$ cat config.mk
export PLATFORM = sky130hd
export DESIGN_NAME = seq_mul64
export DESIGN_NICKNAME = d
export VERILOG_FILES = /design/src/rtl/seq_mul64.sv
export SDC_FILE = /design/constraint.sdc
export NUM_CORES = 1
export LEC_CHECK = 0
export ABC_CLOCK_PERIOD_IN_PS = 3800
export BUFFER_PORTS_ARGS = -buffer_cell sky130_fd_sc_hd__buf_2
export CAP_MARGIN = 25
export CORE_ASPECT_RATIO = 1.1
export CORE_MARGIN = 4
export CORE_UTILIZATION = 35
export CTS_CLUSTER_DIAMETER = 50
export CTS_CLUSTER_SIZE = 20
export DETAILED_ROUTE_END_ITERATION = 10
export GPL_TIMING_DRIVEN = 0
export HOLD_SLACK_MARGIN = 0.03
export SYNTH_ARGS = -nofsm -noshare
export SYNTH_HDL_FRONTEND = slang
export SYNTH_SLANG_ARGS = --single-unit
$ cat constraint.sdc
create_clock -name clk -period 3.8 [get_ports clk]
set_input_delay 0.76 -clock clk [delete_from_list [all_inputs] [get_ports clk]]
set_output_delay 0.76 -clock clk [all_outputs]
set_load 0.03 [all_outputs]
$ cat src/rtl/seq_mul64.sv
// ----------------------------------------------------------------------------
// seq_mul64 : iterative unsigned 64x64 -> 128 shift-and-add multiplier.
//
// One accumulate per clock through a 64-bit lookahead carry adder
// (LCUAdder64). Each iteration adds the multiplicand (gated by the current
// low multiplier bit) to the upper half of the accumulator and shifts the
// whole 129-bit result right by one. A fixed 64 iterations run per product.
//
// Ports (seq_mul64):
//   clk        rising-edge clock
//   rst        synchronous active-high reset
//   in_valid   operands a/b present
//   in_ready   block can accept operands (IDLE only)
//   a, b       multiplicand, multiplier
//   out_valid  product valid, held until out_ready
//   out_ready  consumer accepts product
//   prod_hi    upper 64 bits of product (zero unless DONE)
//   prod_lo    lower 64 bits of product (zero unless DONE)
//   hi_nz      prod_hi != 0 (unsigned overflow flag)
//   busy       state != IDLE
// ----------------------------------------------------------------------------

// 4-bit lookahead carry unit: carries into positions 1..3 plus group
// generate/propagate for the next level up.
module lcu4 (
    input  logic [3:0] i_g,
    input  logic [3:0] i_p,
    input  logic       i_ci,
    output logic [2:0] o_c,
    output logic       o_g,
    output logic       o_p
);
    assign o_c[0] = i_g[0] | (i_p[0] & i_ci);
    assign o_c[1] = i_g[1] | (i_p[1] & i_g[0]) | (i_p[1] & i_p[0] & i_ci);
    assign o_c[2] = i_g[2] | (i_p[2] & i_g[1]) | (i_p[2] & i_p[1] & i_g[0])
                  | (i_p[2] & i_p[1] & i_p[0] & i_ci);
    assign o_g    = i_g[3] | (i_p[3] & i_g[2]) | (i_p[3] & i_p[2] & i_g[1])
                  | (i_p[3] & i_p[2] & i_p[1] & i_g[0]);
    assign o_p    = &i_p;
endmodule

// 64-bit adder built as a three-level tree of lcu4 units
// (16 nibble groups -> 4 blocks -> 1 top unit).
module LCUAdder64 (
    input  logic [63:0] i_a,
    input  logic [63:0] i_b,
    input  logic        i_cin,
    output logic [63:0] o_sum,
    output logic        o_cout
);
    logic [63:0] w_g;
    logic [63:0] w_p;
    logic [63:0] w_c;       // carry into each bit
    logic [15:0] w_gg;      // nibble-group generate / propagate / carry-in
    logic [15:0] w_gp;
    logic [15:0] w_gc;
    logic [3:0]  w_bg;      // block generate / propagate / carry-in
    logic [3:0]  w_bp;
    logic [3:0]  w_bc;
    logic        w_tg;
    logic        w_tp;

    assign w_g = i_a & i_b;
    assign w_p = i_a ^ i_b;

    // Level 1: carries inside each nibble
    genvar gi;
    generate
        for (gi = 0; gi < 16; gi++) begin : g_nib
            assign w_c[4*gi] = w_gc[gi];
            lcu4 u_lcu (
                .i_g  (w_g[4*gi +: 4]),
                .i_p  (w_p[4*gi +: 4]),
                .i_ci (w_gc[gi]),
                .o_c  (w_c[4*gi+1 +: 3]),
                .o_g  (w_gg[gi]),
                .o_p  (w_gp[gi])
            );
        end

        // Level 2: nibble carries inside each 16-bit block
        for (gi = 0; gi < 4; gi++) begin : g_blk
            assign w_gc[4*gi] = w_bc[gi];
            lcu4 u_lcu (
                .i_g  (w_gg[4*gi +: 4]),
                .i_p  (w_gp[4*gi +: 4]),
                .i_ci (w_bc[gi]),
                .o_c  (w_gc[4*gi+1 +: 3]),
                .o_g  (w_bg[gi]),
                .o_p  (w_bp[gi])
            );
        end
    endgenerate

    // Level 3: block carries across the full word
    assign w_bc[0] = i_cin;
    lcu4 u_top (
        .i_g  (w_bg),
        .i_p  (w_bp),
        .i_ci (i_cin),
        .o_c  (w_bc[3:1]),
        .o_g  (w_tg),
        .o_p  (w_tp)
    );

    assign o_sum  = w_p ^ w_c;
    assign o_cout = w_tg | (w_tp & i_cin);
endmodule

module seq_mul64 #(
    parameter int WIDTH = 64,
    parameter int CNT_W = 6
) (
    input  logic             clk,
    input  logic             rst,
    input  logic             in_valid,
    output logic             in_ready,
    input  logic [WIDTH-1:0] a,
    input  logic [WIDTH-1:0] b,
    output logic             out_valid,
    input  logic             out_ready,
    output logic [WIDTH-1:0] prod_hi,
    output logic [WIDTH-1:0] prod_lo,
    output logic             hi_nz,
    output logic             busy
);
    typedef enum logic [1:0] {
        S_IDLE = 2'd0,
        S_RUN  = 2'd1,
        S_DONE = 2'd2
    } state_t;

    state_t           r_state;
    state_t           w_state_next;
    logic [WIDTH-1:0] r_mcand;
    logic [WIDTH-1:0] r_acc_hi;
    logic [WIDTH-1:0] r_acc_lo;
    logic [CNT_W-1:0] r_cnt;

    logic [WIDTH-1:0] w_add_b;
    logic [WIDTH-1:0] w_sum;
    logic             w_cout;

    // Partial product is the multiplicand when the multiplier LSB is set
    assign w_add_b = r_acc_lo[0] ? r_mcand : '0;

    LCUAdder64 u_add (
        .i_a    (r_acc_hi),
        .i_b    (w_add_b),
        .i_cin  (1'b0),
        .o_sum  (w_sum),
        .o_cout (w_cout)
    );

    always_ff @(posedge clk) begin
        if (rst) begin
            r_state <= S_IDLE;
        end else begin
            r_state <= w_state_next;
        end
    end

    always_comb begin
        w_state_next = r_state;
        in_ready     = 1'b0;
        out_valid    = 1'b0;
        busy         = 1'b1;
        prod_hi      = '0;
        prod_lo      = '0;
        hi_nz        = 1'b0;
        case (r_state)
            S_IDLE: begin
                in_ready = 1'b1;
                busy     = 1'b0;
                if (in_valid) begin
                    w_state_next = S_RUN;
                end
            end
            S_RUN: begin
                if (r_cnt == CNT_W'(WIDTH - 1)) begin
                    w_state_next = S_DONE;
                end
            end
            S_DONE: begin
                out_valid = 1'b1;
                prod_hi   = r_acc_hi;
                prod_lo   = r_acc_lo;
                hi_nz     = |r_acc_hi;
                if (out_ready) begin
                    w_state_next = S_IDLE;
                end
            end
            default: begin
                w_state_next = S_IDLE;
            end
        endcase
    end

    always_ff @(posedge clk) begin
        if (rst) begin
            r_mcand  <= '0;
            r_acc_hi <= '0;
            r_acc_lo <= '0;
            r_cnt    <= '0;
        end else begin
            case (r_state)
                S_IDLE: begin
                    if (in_valid) begin
                        r_mcand  <= a;
                        r_acc_hi <= '0;
                        r_acc_lo <= b;
                        r_cnt    <= '0;
                    end
                end
                S_RUN: begin
                    // Shift the 129-bit {cout, sum, acc_lo} right by one;
                    // the adder carry becomes the new MSB so nothing is lost.
                    r_acc_hi <= {w_cout, w_sum[WIDTH-1:1]};
                    r_acc_lo <= {w_sum[0], r_acc_lo[WIDTH-1:1]};
                    r_cnt    <= r_cnt + CNT_W'(1);
                end
                default: begin
                end
            endcase
        end
    end
endmodule

==> out/metrics.cfg, run 1 <==
[yosys]
yosysUniqueCellTypes=59
synth_edf_count=0
ys_ff_latch=200
synth_nets=1674
synth.yosys.seq_area_share_pct=35.2
postSynth.asyncResetShare_pct=0
yosysWarnings=0
synth.cell_area_sq_um=11400
syn_area_per_cell_sq_um=7.79
synth_ff_type=dfxtp_1
netlist_instances=1461

[detailed_routing]
vias=11392
antenna_left=0
viasPerCell=5.20
drcViolationCount=0
drt-total-wl_mm=38.4
drt-pass1-iter-count=5
drt-wirelength-per-cell_um=17.5
drt-initial-drc-count=621

[setup_path]
worst_path_largest_cell_delay_ps=510
r2r_slack_ps=140
critPathBufInv=2
worstPathArrival_ps=3980
worstReg2RegEnd=r_acc_hi[51]
reg2reg_depth=14
critPathSlowestCell=a211oi_4
end_kind=flop
critical_path_required_ps=4120
crit_cells=14
cpLargestDelayFamily=compound AO/OA/AOI/OAI gates
r2r_start=r_acc_lo[0]
cp-start-kind=flop
path_max_fanout=10
worstPathCellList=buf_8 > buf_2 > and2_1 > ha_1 > and4_4 > and2_4 > a32oi_4 > a211oi_4 > nor2_4 > o311a_1 > or2b_1 > fa_1 > nand2_1 > a21oi_1
worst-setup-path-type=flop to flop

[floorplan]
dieArea_sq_um=35500
ioPinCount=264
rows=69
core_area_sq_um=32200
die_h_um=197
initial_core_util_pct=35.3
die_x_um=180

[power]
power.density_nw_per_um2=336
p_leak_uw=0.00635
vdd_drop_max_uv=318

[place]
gp_congestion=0.913
io_buffers=263
dp.final_hpwl_mm=29.6
placedCellCount=2154

[cts]
cts_tree=done
max-clock-path-buffers=2
path_clk_slew_ps=80
cts_hold_buffers=0
cts_root_buf=clkbuf_16
cts_made_buffers=17
htree_levels=4
cts_sinks=200
clock_latency_ps=450

[timing]
finalMaxSlewViolations=0
clock_skew_ps=12.5
maxSlewHeadroom_pct=33.3
tightest_slew_ps=1000
min_period_ps=3660
finalCritPeriodShare_pct=96.3
finalSetupTns_ps=0
final-hold-violation-count=0
setup_viol=0
clock.fmax_mhz=273

[final_layout]
final_layout_size_suffix_gt1_share_pct=18.8
nFillCells=3322
area_growth_pct=23.1
layout_commonest_cell=nand2_1
final_nets=1964
final-seq-area_sq_um=4010
multi_input_area_sq_um=7030
fin_cells=2191
layout_common_cells=265 x nand2_1, 264 x buf_2, 199 x dfxtp_1

[status]
status=complete, no violations

[grt]
grt_pass1_vias=11152
antenna_found_initial=6
overflow=0
track_usage_pct=21.0
grt_pass1_wl_mm=59.5
grt_max_degree=18

[flow_run]
maxCapViolations=0

[min_path]
worstHoldPathCells=2
worstHoldStart=r_mcand[10]
hold_class=flop to flop
whs_endpoint=r_mcand[10]

report_power, final:
part | internal (uW) | leakage (uW) | switching, uW | total [uW]
Combinational | 197 | 0.00443 | 343 | 540
Clock | 1020 | 0.000289 | 890 | 1910
Sequential | 2190 | 0.00163 | 69.6 | 2260
Total | 3410 | 0.00635 | 1300 | 4710
sequential cells by signal, indices dropped and copies added, names as in the netlist:
name      flops
r_mcand      64
r_acc_hi     64
r_state       2
r_cnt         6
r_acc_lo     64
final cells by class:
type	instances	area share (%)
clock inverter	11	0.982
antenna	1	0.0179
multi-input combinational	1148	50.1
tap	426	3.80
timing repair buffer	271	9.98
sequential	200	28.6
clock buffer	21	3.29
inverter	20	0.536
buffer	93	2.66
cells by family after synthesis:
kind of cell               share of synthesized area (%)
AOI/OAI and AO/OA                                   19.1
xor gates and xnor gates                            2.77
adders and majority gates                           9.96
buffers and inverters                               3.73
DFF                                                 35.2
muxes                                              0.352
and+or+nand+nor                                     28.9
per-layer routing:
layer	vias to the layer above	global-route usage, %	part of all wire, %
li1	5613	-	-
met1	5319	25.6	42
met2	383	35.5	47
met3	69	5.78	7.1
met4	8	7.96	3.1
met5	-	0	0.13
worst min-delay path, cell delays in order, from the launching register on:
cell     delay (ps)
dfxtp_1         310
nand2_1          50
a21oi_1          50
cells in the mapped netlist, types with 2 or more instances:
| master | n | share of area (%) |
|---|---|---|
| a21boi_0 | 2 | 0.13 |
| a21oi_1 | 191 | 8.4 |
| nand4_1 | 12 | 0.66 |
| nor3_1 | 7 | 0.31 |
| nand2_1 | 265 | 8.7 |
| nor2b_1 | 6 | 0.33 |
| inv_1 | 20 | 0.66 |
| o21a_1 | 7 | 0.46 |
| buf_1 | 8 | 0.26 |
| a211o_1 | 3 | 0.23 |
| ha_1 | 65 | 7.1 |
| fa_1 | 16 | 2.8 |
| a221oi_1 | 2 | 0.15 |
| nor3b_1 | 8 | 0.53 |
| and3_1 | 6 | 0.33 |
| o21ai_1 | 7 | 0.31 |
| a32o_1 | 4 | 0.35 |
| a22oi_1 | 52 | 3.4 |
| a21o_1 | 15 | 0.99 |
| nand3_1 | 47 | 2.1 |
| nand2b_1 | 4 | 0.22 |
| clkbuf_1 | 85 | 2.8 |
| mux2i_1 | 4 | 0.35 |
| o21ai_2 | 2 | 0.15 |
| and2_1 | 195 | 11 |
| o21bai_1 | 8 | 0.53 |
| nor4_1 | 29 | 1.6 |
| o21ai_0 | 39 | 1.7 |
| nor2_1 | 77 | 2.5 |
| a31oi_1 | 6 | 0.33 |
| or3_1 | 3 | 0.16 |
| dfxtp_1 | 200 | 35 |
| xnor2_1 | 8 | 0.62 |
| a211oi_1 | 6 | 0.40 |
| xor2_1 | 28 | 2.2 |
timing repair:
item | in CTS | in global routing
gates resized for setup | 11 | 24
endpoints found under the hold margin | 0 | 0
endpoints found under the setup margin | 32 | 7
buffers inserted | 0 | 4
pin swaps | 1 | 6
stage by stage:
stage	utilization (%)	cell area, sq um	power [uW]	hold WS [ps]	worst slack [ps]
finish	43.5	14000	4710	450	139
global route	43.5	14000	4900	475	-15.5
CTS	43.2	13900	4730	453	23.8
detailed placement	41.3	13300	2840	444	-575
global placement	41.1	13200	2830	438	-610
floorplan	-	11400	2610	432	476
worst max path at each step:
stage | from | endpoint
2_1_floorplan | r_acc_lo[0] | r_acc_hi[56]
3_3_place_gp | r_acc_lo[0] | r_acc_hi[56]
3_5_place_dp | r_acc_lo[0] | r_acc_hi[56]
4_1_cts | r_acc_lo[0] | r_acc_hi[56]
5_1_grt | r_acc_lo[0] | r_acc_hi[52]
6_report | r_acc_lo[0] | r_acc_hi[51]
Note: power is estimated with default switching activity, not from simulation.
==> run 2: changes to the inputs <==
==> config.mk (replaced) <==
export PLATFORM = sky130hd
export DESIGN_NAME = seq_mul64
export DESIGN_NICKNAME = d
export VERILOG_FILES = /design/src/rtl/seq_mul64.sv
export SDC_FILE = /design/constraint.sdc
export NUM_CORES = 1
export LEC_CHECK = 0
export ABC_CLOCK_PERIOD_IN_PS = 4300
export BUFFER_PORTS_ARGS = -buffer_cell sky130_fd_sc_hd__buf_2
export CORE_ASPECT_RATIO = 1.1
export CORE_MARGIN = 4
export CORE_UTILIZATION = 35
export CTS_CLUSTER_DIAMETER = 50
export CTS_CLUSTER_SIZE = 20
export DETAILED_ROUTE_END_ITERATION = 10
export GPL_TIMING_DRIVEN = 0
export HOLD_SLACK_MARGIN = 0.08
export SYNTH_ARGS = -nofsm -noshare
export SYNTH_HDL_FRONTEND = slang
export SYNTH_SLANG_ARGS = --single-unit
==> constraint.sdc (replaced) <==
create_clock -name clk -period 4.3 [get_ports clk]
set_input_delay 0.86 -clock clk [delete_from_list [all_inputs] [get_ports clk]]
set_output_delay 0.86 -clock clk [all_outputs]
set_load 0.03 [all_outputs]
==> out/metrics.cfg, run 2 (synthesis gave the netlist of run 1 again) <==
[status]
status=complete, no violations

[power]
p_clk_share_pct=38.6  ; -1.9 points
seq_power_share_pct=49.8  ; +1.8 points
vdd_drop_max_uv=204  ; -36%
p_int_uw=2870  ; -16%
power.switching_uw=1140  ; -13%
p_sw_share_pct=28.4  ; +0.71 points
power.density_nw_per_um2=291  ; -13%
p_leak_uw=0.00628  ; -1.0%
p_comb_share_pct=11.6  ; about the same

[timing]
maxSlewHeadroom_pct=14.7  ; -19 points
hold_slack_ps=451  ; +0.813 ps
setup_viol=0  ; unchanged
tightest_slew_ps=1280  ; +274 ps
final-hold-violation-count=0  ; unchanged
finalSetupTns_ps=0  ; unchanged
clock_skew_ps=14.3  ; +1.77 ps
rsz0062_at_grt=false
clock.fmax_mhz=250  ; -8.4%
finalMaxSlewViolations=0  ; unchanged
finalCritPeriodShare_pct=92.9  ; -3.4 points
min_period_ps=4000  ; +335 ps

[cts]
cts_hold_buffers=0  ; unchanged
path_clk_slew_ps=80  ; about the same
cts_setup_buffers=0  ; unchanged
clock_latency_ps=450  ; about the same
htree_levels=4  ; unchanged
cts_tree=done
cts_root_buf=clkbuf_16
cts_sinks=200  ; unchanged
cts_made_buffers=17  ; unchanged
max-clock-path-buffers=2  ; unchanged
cts-resized-gates=1  ; -10

[final_layout]
area_growth_pct=21.2
fin_cells=2183  ; -0.37%
final_nets=1956  ; -0.41%
layout_common_cells=265 x nand2_1, 264 x buf_2, 200 x dfxtp_1
fin_util_pct=42.8  ; -0.68 points
stdcell_area_sq_um=13800  ; -1.6%
final_layout_size_suffix_gt1_share_pct=17.8  ; -1.0 points
top_regs=r_acc_hi x64, r_acc_lo x64, r_mcand x64
layout_commonest_cell=nand2_1

[flow_run]
maxCapViolations=0  ; unchanged

[place]
io_buffers=263  ; unchanged
gp_congestion=0.913  ; unchanged
placedCellCount=2150  ; -0.19%
dp.final_hpwl_mm=29.2  ; -1.2%
placed_cell_area_sq_um=13200  ; -0.40%

[setup_path]
worstPathArrival_ps=4370  ; +390 ps
r2r_slack_ps=300  ; +160 ps
worst-setup-path-type=flop to flop
path_max_fanout=10  ; unchanged
critPathSlowestCell=fa_1
worst_path_largest_cell_delay_ps=400  ; -110 ps
critical_path_required_ps=4670  ; +550 ps
end_kind=flop
worstPathCellList=buf_2 > clkbuf_1 > and2_1 > ha_1 > nand4_1 > nor3_1 > a221oi_1 > o21ai_2 > nor2_2 > o311a_1 > or2b_1 > fa_1 > xor2_1 > nand2_1 > a21oi_1
cp-start-kind=flop

[grt]
grt-busiest-layer=met2
antenna_found_initial=6  ; unchanged
met3_usage_pct=5.52  ; -0.26 points
use_met1_pct=25.5  ; -0.080 points
grt_pass1_vias=11004  ; -1.3%
track_usage_pct=20.7  ; -0.30 points
grt_pass1_wl_mm=58.8  ; -1.2%
grt_max_degree=19  ; +1
overflow=0  ; unchanged
grtUsageMet2_pct=34.9  ; -0.60 points

[detailed_routing]
drt-wirelength-per-cell_um=17.4  ; -0.74%
viasPerCell=5.17  ; -0.55%
antenna_left=0  ; unchanged
drt-total-wl_mm=38.0  ; -1.1%
vias=11288  ; -0.91%
drt-initial-drc-count=561  ; -9.7%
drt-pass1-iter-count=5  ; unchanged
drcViolationCount=0  ; unchanged

[floorplan]
rows=69  ; unchanged
dieArea_sq_um=35500  ; unchanged
ioPinCount=264  ; unchanged
core_area_sq_um=32200  ; unchanged
die_h_um=197  ; unchanged
die_x_um=180  ; unchanged
initial_core_util_pct=35.3  ; unchanged

[min_path]
hold_class=flop to flop

## run 2: path summary, 6_finish.rpt
path	from	cells after the start	end
worst max-delay path	r_acc_lo[0]	15	r_acc_hi[52]
worst min-delay path	r_mcand[10]	2	r_mcand[10]
worst max register to register	r_acc_lo[0]	15	r_acc_hi[52]
worst min register to register	r_mcand[10]	2	r_mcand[10]
## run 2: power groups by stage
| stage | combinational, uW | clock [uW] | sequential (uW) |
|---|---|---|---|
| 5_1_grt | 524 | 1660 | 2010 |
| 2_1_floorplan | 287 | 0 | 2020 |
| 6_report | 467 | 1550 | 2000 |
| 3_3_place_gp | 461 | 0 | 2040 |
| 4_1_cts | 470 | 1590 | 2000 |
| 3_5_place_dp | 468 | 0 | 2040 |
## run 2: worst max-delay path: cells and delay by family, from the launching register on
family	cells	cell delay, ps
and+or+nand+nor	6	1080
xor gates and xnor gates	1	150
buffers and inverters	2	680
DFF	1	370
adders and majority gates	2	720
AOI/OAI and AO/OA	4	940
## run 2: metal layers
layer	part of all wire, %	wire length [um]	vias to the layer above
met5	0.18	67	-
met4	3.0	1150	10
met3	6.7	2530	64
met2	47	17800	334
met1	43	16400	5291
li1	-	-	5589
## run 2: cell type report
cell class | count | area (sq um)
Fill cell | 3336 | 18400
Multi-Input combinational cell | 1148 | 6960
Sequential cell | 200 | 4000
Timing Repair Buffer | 263 | 1320
Tap cell | 426 | 533
Clock buffer | 18 | 439
Buffer | 93 | 353
Clock inverter | 14 | 111
Inverter | 20 | 75.1
Antenna cell | 1 | 2.50
## run 2: per-stage QoR
stage / worst slack (ps) / total power [uW]
after detailed placement: -127 / 2510
after floorplan: 976 / 2300
final: 304 / 4010
after global routing: 57.2 / 4200
after global placement: -110 / 2500
after CTS: 147 / 4050
